**src/rtl/div_unit_pkg.sv**
```systemverilog
// Shared types and constants for the radix-2 restoring divider.
// Optional early termination is enabled by defining DIV_EARLY_TERM_EN.
package div_unit_pkg;

  localparam int unsigned DIV_WIDTH = 32;
  localparam int unsigned DIV_CNT_W = 6;

  typedef enum logic [1:0] {
    DIV_FREE   = 2'b00,
    DIV_BYZERO = 2'b01,
    DIV_ON     = 2'b10,
    DIV_END    = 2'b11
  } div_state_e;

  localparam logic DIV_RESULT_READY     = 1'b1;
  localparam logic DIV_RESULT_NOT_READY = 1'b0;

  // Two's-complement magnitude of a value when it is treated as signed and negative.
  function automatic logic [DIV_WIDTH-1:0] div_abs(input logic [DIV_WIDTH-1:0] x,
                                                    input logic            neg);
    div_abs = neg ? DIV_WIDTH'(~x + DIV_WIDTH'(1)) : x;
  endfunction

endpackage

```
**src/rtl/div_step.sv**
```systemverilog
// One restoring-division iteration: trial-subtract the divisor from the partial remainder.
module div_step #(
  parameter int unsigned WIDTH = 32
) (
  input  logic [WIDTH:0]   partial_rem,
  input  logic [WIDTH-1:0] divisor,
  output logic [WIDTH-1:0] next_rem,
  output logic             quot_bit
);

  logic [WIDTH:0] divisor_ext;

  assign divisor_ext = {1'b0, divisor};
  // No borrow means the difference fits and the quotient bit is 1.
  assign quot_bit    = (partial_rem >= divisor_ext);
  assign next_rem    = quot_bit ? WIDTH'(partial_rem - divisor_ext) : partial_rem[WIDTH-1:0];

endmodule

```
**src/rtl/div_unit.sv**
```systemverilog
// Multi-cycle signed/unsigned restoring divider returning {remainder, quotient}.
// Define DIV_EARLY_TERM_EN to finish immediately when |dividend| < |divisor|.
module div_unit
  import div_unit_pkg::*;
#(
  parameter int unsigned WIDTH = DIV_WIDTH,
  parameter int unsigned CNT_W = DIV_CNT_W
) (
  input  logic               clk,
  input  logic               rst,
  input  logic               signed_div_i,
  input  logic [WIDTH-1:0]   opdata1_i,
  input  logic [WIDTH-1:0]   opdata2_i,
  input  logic               start_i,
  input  logic               annul_i,
  output logic [2*WIDTH-1:0] result_o,
  output logic               ready_o
);

  div_state_e         state_q, state_d;
  logic [CNT_W-1:0]   cnt_q, cnt_d;
  logic [WIDTH-1:0]   dq_q, dq_d;     // dividend bits shift out, quotient bits shift in
  logic [WIDTH-1:0]   rem_q, rem_d;
  logic [WIDTH-1:0]   dvs_q, dvs_d;
  logic               neg_quot_q, neg_quot_d;
  logic               neg_rem_q, neg_rem_d;
  logic [2*WIDTH-1:0] result_q, result_d;
  logic               ready_q, ready_d;

  logic               sign_a, sign_b;
  logic [WIDTH-1:0]   abs_a, abs_b;
  logic [WIDTH-1:0]   step_rem;
  logic               step_qbit;
  logic [WIDTH-1:0]   quot_fix, rem_fix;

  assign sign_a   = signed_div_i & opdata1_i[WIDTH-1];
  assign sign_b   = signed_div_i & opdata2_i[WIDTH-1];
  assign abs_a    = sign_a ? WIDTH'(~opdata1_i + WIDTH'(1)) : opdata1_i;
  assign abs_b    = sign_b ? WIDTH'(~opdata2_i + WIDTH'(1)) : opdata2_i;
  assign quot_fix = neg_quot_q ? WIDTH'(~dq_q + WIDTH'(1)) : dq_q;
  assign rem_fix  = neg_rem_q ? WIDTH'(~rem_q + WIDTH'(1)) : rem_q;

  div_step #(.WIDTH(WIDTH)) u_step (
    .partial_rem ({rem_q, dq_q[WIDTH-1]}),
    .divisor     (dvs_q),
    .next_rem    (step_rem),
    .quot_bit    (step_qbit)
  );

  // State and datapath registers.
  always_ff @(posedge clk or posedge rst) begin
    if (rst) begin
      state_q    <= DIV_FREE;
      cnt_q      <= '0;
      dq_q       <= '0;
      rem_q      <= '0;
      dvs_q      <= '0;
      neg_quot_q <= 1'b0;
      neg_rem_q  <= 1'b0;
      result_q   <= '0;
      ready_q    <= DIV_RESULT_NOT_READY;
    end else begin
      state_q    <= state_d;
      cnt_q      <= cnt_d;
      dq_q       <= dq_d;
      rem_q      <= rem_d;
      dvs_q      <= dvs_d;
      neg_quot_q <= neg_quot_d;
      neg_rem_q  <= neg_rem_d;
      result_q   <= result_d;
      ready_q    <= ready_d;
    end
  end

  // Next-state and registered-output logic.
  always_comb begin
    state_d    = state_q;
    cnt_d      = cnt_q;
    dq_d       = dq_q;
    rem_d      = rem_q;
    dvs_d      = dvs_q;
    neg_quot_d = neg_quot_q;
    neg_rem_d  = neg_rem_q;
    result_d   = result_q;
    ready_d    = ready_q;

    case (state_q)
      DIV_FREE: begin
        ready_d  = DIV_RESULT_NOT_READY;
        result_d = '0;
        if (start_i && !annul_i) begin
          if (opdata2_i == '0) begin
            state_d = DIV_BYZERO;
`ifdef DIV_EARLY_TERM_EN
          end else if (abs_a < abs_b) begin
            state_d  = DIV_END;
            ready_d  = DIV_RESULT_READY;
            result_d = {opdata1_i, {WIDTH{1'b0}}};
`endif
          end else begin
            state_d    = DIV_ON;
            cnt_d      = '0;
            dq_d       = abs_a;
            rem_d      = '0;
            dvs_d      = abs_b;
            neg_quot_d = sign_a ^ sign_b;
            neg_rem_d  = sign_a;
          end
        end
      end

      DIV_BYZERO: begin
        result_d = '0;
        if (annul_i) begin
          state_d = DIV_FREE;
          ready_d = DIV_RESULT_NOT_READY;
        end else begin
          state_d = DIV_END;
          ready_d = DIV_RESULT_READY;
        end
      end

      DIV_ON: begin
        if (annul_i) begin
          state_d  = DIV_FREE;
          ready_d  = DIV_RESULT_NOT_READY;
          result_d = '0;
          cnt_d    = '0;
        end else if (cnt_q == CNT_W'(WIDTH)) begin
          state_d  = DIV_END;
          ready_d  = DIV_RESULT_READY;
          result_d = {rem_fix, quot_fix};
        end else begin
          dq_d  = {dq_q[WIDTH-2:0], step_qbit};
          rem_d = step_rem;
          cnt_d = cnt_q + CNT_W'(1);
        end
      end

      DIV_END: begin
        if (!start_i || annul_i) begin
          state_d  = DIV_FREE;
          ready_d  = DIV_RESULT_NOT_READY;
          result_d = '0;
        end
      end

      default: begin
        state_d  = DIV_FREE;
        ready_d  = DIV_RESULT_NOT_READY;
        result_d = '0;
      end
    endcase
  end

  assign result_o = result_q;
  assign ready_o  = ready_q;

endmodule

```
**config.mk**
```make
export PLATFORM = sky130hd
export DESIGN_NAME = div_unit
export DESIGN_NICKNAME = d
export VERILOG_FILES = /design/src/rtl/div_unit_pkg.sv /design/src/rtl/div_step.sv /design/src/rtl/div_unit.sv
export SDC_FILE = /design/constraint.sdc
export NUM_CORES = 1
export LEC_CHECK = 0
export BUFFER_PORTS_ARGS = -buffer_cell sky130_fd_sc_hd__buf_2
export CAP_MARGIN = 40
export CELL_PAD_IN_SITES_DETAIL_PLACEMENT = 1
export CELL_PAD_IN_SITES_GLOBAL_PLACEMENT = 1
export CORE_MARGIN = 1
export CORE_UTILIZATION = 40
export DETAILED_ROUTE_END_ITERATION = 10
export GPL_TIMING_DRIVEN = 0
export PLACE_DENSITY_LB_ADDON = 0.1
export SYNTH_ARGS = -nofsm -noshare
export SYNTH_HDL_FRONTEND = slang
export SYNTH_SLANG_ARGS = --single-unit
```
**constraint.sdc**
```tcl
create_clock -name clk -period 5.8 [get_ports clk]
set_input_delay 0.58 -clock clk [delete_from_list [all_inputs] [get_ports clk]]
set_output_delay 0.58 -clock clk [all_outputs]
set_load 0.005 [all_outputs]
```
==> out/metrics.cfg <==
[grt]
grt-ovfl-total = 0
track_usage_pct = 24.7
antenna_found_initial = 1
grt_pass1_vias = 10500
grt_max_degree = 100
grt_pass1_wl_mm = 55.7

[synth]
ys.flop_type = dfrtp_1
ys_types = 61
async_reset_ff_share_pct = 100
synth_top_cell_by_area = dfrtp_1
ys_seq_area_share_pct = 38.2
syn_avg_cell_area_sq_um = 8.40
synthTopCellsByArea = dfrtp_1 (38%), o21ai_0 (8.4%), xor2_1 (7.2%), nand2_1 (6.5%), ha_1 (4.6%)
synth_edf_count = 0
ys_ff_latch = 171
yosys_warnings = 0
synthCells = 1334
syn_nets = 1445
synth_area_sq_um = 11200
synth_top_area_share_pct = 38.2

[timing]
hold_ws_ps = 270
hold_viol_final = 0
relSlewSlack_pct = 41.3
grt_setup_unrepaired = false
fmax_mhz = 277
finClkSkew_ps = 13.0
tns_ps = 0
period_share_pct = 62.3
fin_ws_ps = 2180
worst_pin_slew_ps = 872
finalSetupViolCount = 0
layout_min_cycle_time_ps = 3620
drv_slew = 0

[route]
drt_iter0_drc = 453
drc = 0
via_per_inst = 5.43
drt-wirelength-per-cell_um = 18.3
firstDrtPassIters = 4
vias = 10200
ant_nets = 0
wirelength_mm = 34.2

[pwr]
power.total_mw = 4.87
powerDensity_nw_per_um2 = 374
ir_drop_mv = 0.223
power.leakage_nw = 6.11

[layout]
syn_to_final_growth_pct = 16.2
final_area_sq_um = 13000
post-route-util_pct = 47.8
drive_gt1_share_pct = 12.6
multiInputGateArea_sq_um = 6440
fin_nets = 1599
seqCellArea_sq_um = 4280
fillers = 3365
final_cell_count_no_fill = 1873

[setup_path]
r2r_end = rem_q[26]$_DFFE_PP0P_
cp.required_ps = 6100
cp_slowest_cell = dfrtp_1
start_kind = flop
crit_arrival_ps = 3920
r2r_slack_ps = 2180
critPathMaxStageDelay_ps = 480
end_kind = flop
worstReg2RegStart = rem_q[10]$_DFFE_PP0P_
path_class = flop to flop
crit_path_cell_trace = ha_1, clkbuf_1, nand2_1, o21ai_0, nor3_1, a32oi_1, a21boi_1, a31oi_1, o21a_1, buf_2, buf_2, a32oi_1, o31ai_1
cp_max_fo = 10
reg2regPathDepth = 13

[place]
place_inst = 1841
hpwlAfterDp_mm = 27.1
placed_cell_area_sq_um = 12400
portBuffers = 133
place_ws_ps = 1850
gp_congestion = 0.864

[clock_network]
clk_latency_ps = 440
cts.clk_slew.worst_paths_ps = 70
h-tree-depth = 4
postCtsResizedCells = 0
cts_tree = yes
cts_buffer_depth = 2
post_cts_buffers = 0
cts_sinks = 171
holdBufCountCts = 0
cts_root_buf = clkbuf_16
cts_inserted_buffers = 17

[die]
die_w_um = 169
die_h_um = 169
coreArea_sq_um = 27300
ios = 134
initial_core_util_pct = 41.1
die-area_sq_um = 28700
rows = 60

[outcome]
status = finished clean

[worst_hold_path]
hold_path_class = input port to async pin

[run]
maxCapViolCount = 0

## area by class of cell
class | count | share of cell area (%)
tap | 372 | 3.57
timing repair buffer | 135 | 5.38
inverter | 60 | 1.79
multi-input combinational | 1035 | 49.4
clock buffer | 19 | 3.48
clock inverter | 12 | 1.43
buffer | 68 | 2.07
antenna | 1 | 0.0192
sequential | 171 | 32.8
## layout by cell type, fill, tap and decap left out, types with 3 or more instances in the layout
master	Yosys	final
clkbuf_1	53	53
nor4_1	13	13
a211oi_1	4	4
and2_1	6	6
clkinvlp_4	0	5
a32oi_1	11	11
buf_1	5	5
nor2_1	79	79
o31ai_1	32	32
o21ai_0	188	188
o21a_1	4	4
o21bai_1	5	5
xor2_1	92	92
a31oi_1	10	10
a21o_1	14	14
o41ai_1	18	18
or3_1	14	14
ha_1	41	41
a21boi_0	3	3
nor2b_1	8	8
nand2_1	194	194
dfrtp_1	171	171
or4_1	9	9
inv_1	60	59
and3_1	5	5
clkbuf_16	0	17
a21oi_1	97	97
nor3_1	20	20
nand3_1	13	13
xnor2_1	57	57
nand2b_1	16	16
buf_2	9	142
mux2i_1	38	38
nand4_1	11	11
bufinv_16	0	4
## cell families after synthesis
group | share of synthesized area [%]
AOI/OAI and AO/OA | 20.9
adders and majority gates | 4.75
DFF | 38.2
buffers and inverters | 4.42
and+or+nand+nor | 16.7
xor gates and xnor gates | 11.6
muxes | 3.39
## sequential cells by signal, summed over array words and instances, names as in the netlist
register    flops
ready_o         1
dq_q           32
neg_rem_q       1
result_o       64
rem_q          32
cnt_q           6
neg_quot_q      1
state_q         2
dvs_q          32
## power by group
part           internal (mW)  switching (mW)
clock                  0.748           0.520
combinational          0.702            1.25
sequential              1.42           0.232
total                   2.87            2.00
## cell usage after synthesis (3+ instances only)
cell / number
a211oi_1: 4
a21boi_0: 3
a21o_1: 14
a21oi_1: 97
a31oi_1: 10
a32oi_1: 11
and2_1: 6
and3_1: 5
buf_1: 5
buf_2: 9
clkbuf_1: 53
dfrtp_1: 171
ha_1: 41
inv_1: 60
mux2i_1: 38
nand2_1: 194
nand2b_1: 16
nand3_1: 13
nand4_1: 11
nor2_1: 79
nor2b_1: 8
nor3_1: 20
nor4_1: 13
o21a_1: 4
o21ai_0: 188
o21bai_1: 5
o31ai_1: 32
o41ai_1: 18
or3_1: 14
or4_1: 9
xnor2_1: 57
xor2_1: 92
## worst max path at each step
stage	slack (ps)	depth (start not counted)	from	end
final	2180	13	rem_q[10]$_DFFE_PP0P_	rem_q[26]$_DFFE_PP0P_
after global routing	1860	13	rem_q[10]$_DFFE_PP0P_	rem_q[23]$_DFFE_PP0P_
after CTS	2130	13	rem_q[10]$_DFFE_PP0P_	rem_q[26]$_DFFE_PP0P_
after detailed placement	1850	10	opdata2_i[8]	rem_q[7]$_DFFE_PP0P_
after global placement	-1710	2	rst	cnt_q[0]$_DFFE_PP0P_
after floorplan	590	1	rst	cnt_q[0]$_DFFE_PP0P_
## critical path, delay by kind of cell (launching register included)
kind                       cells  cell delay [ps]
AOI/OAI and AO/OA              7             1770
buffers and inverters          3              730
DFF                            1              480
adders and majority gates      1              320
and+or+nand+nor                2              180
## metal layers
| layer | up-vias | part of all wire [%] | track usage, % |
|---|---|---|---|
| met1 | 5008 | 45 | 31.1 |
| met3 | 31 | 2.1 | 2.87 |
| met5 | - | 0 | 0 |
| li1 | 4978 | - | - |
| met4 | 0 | 1.3 | 5.72 |
| met2 | 160 | 52 | 44.9 |
Note: power is estimated with default switching activity, not from simulation.
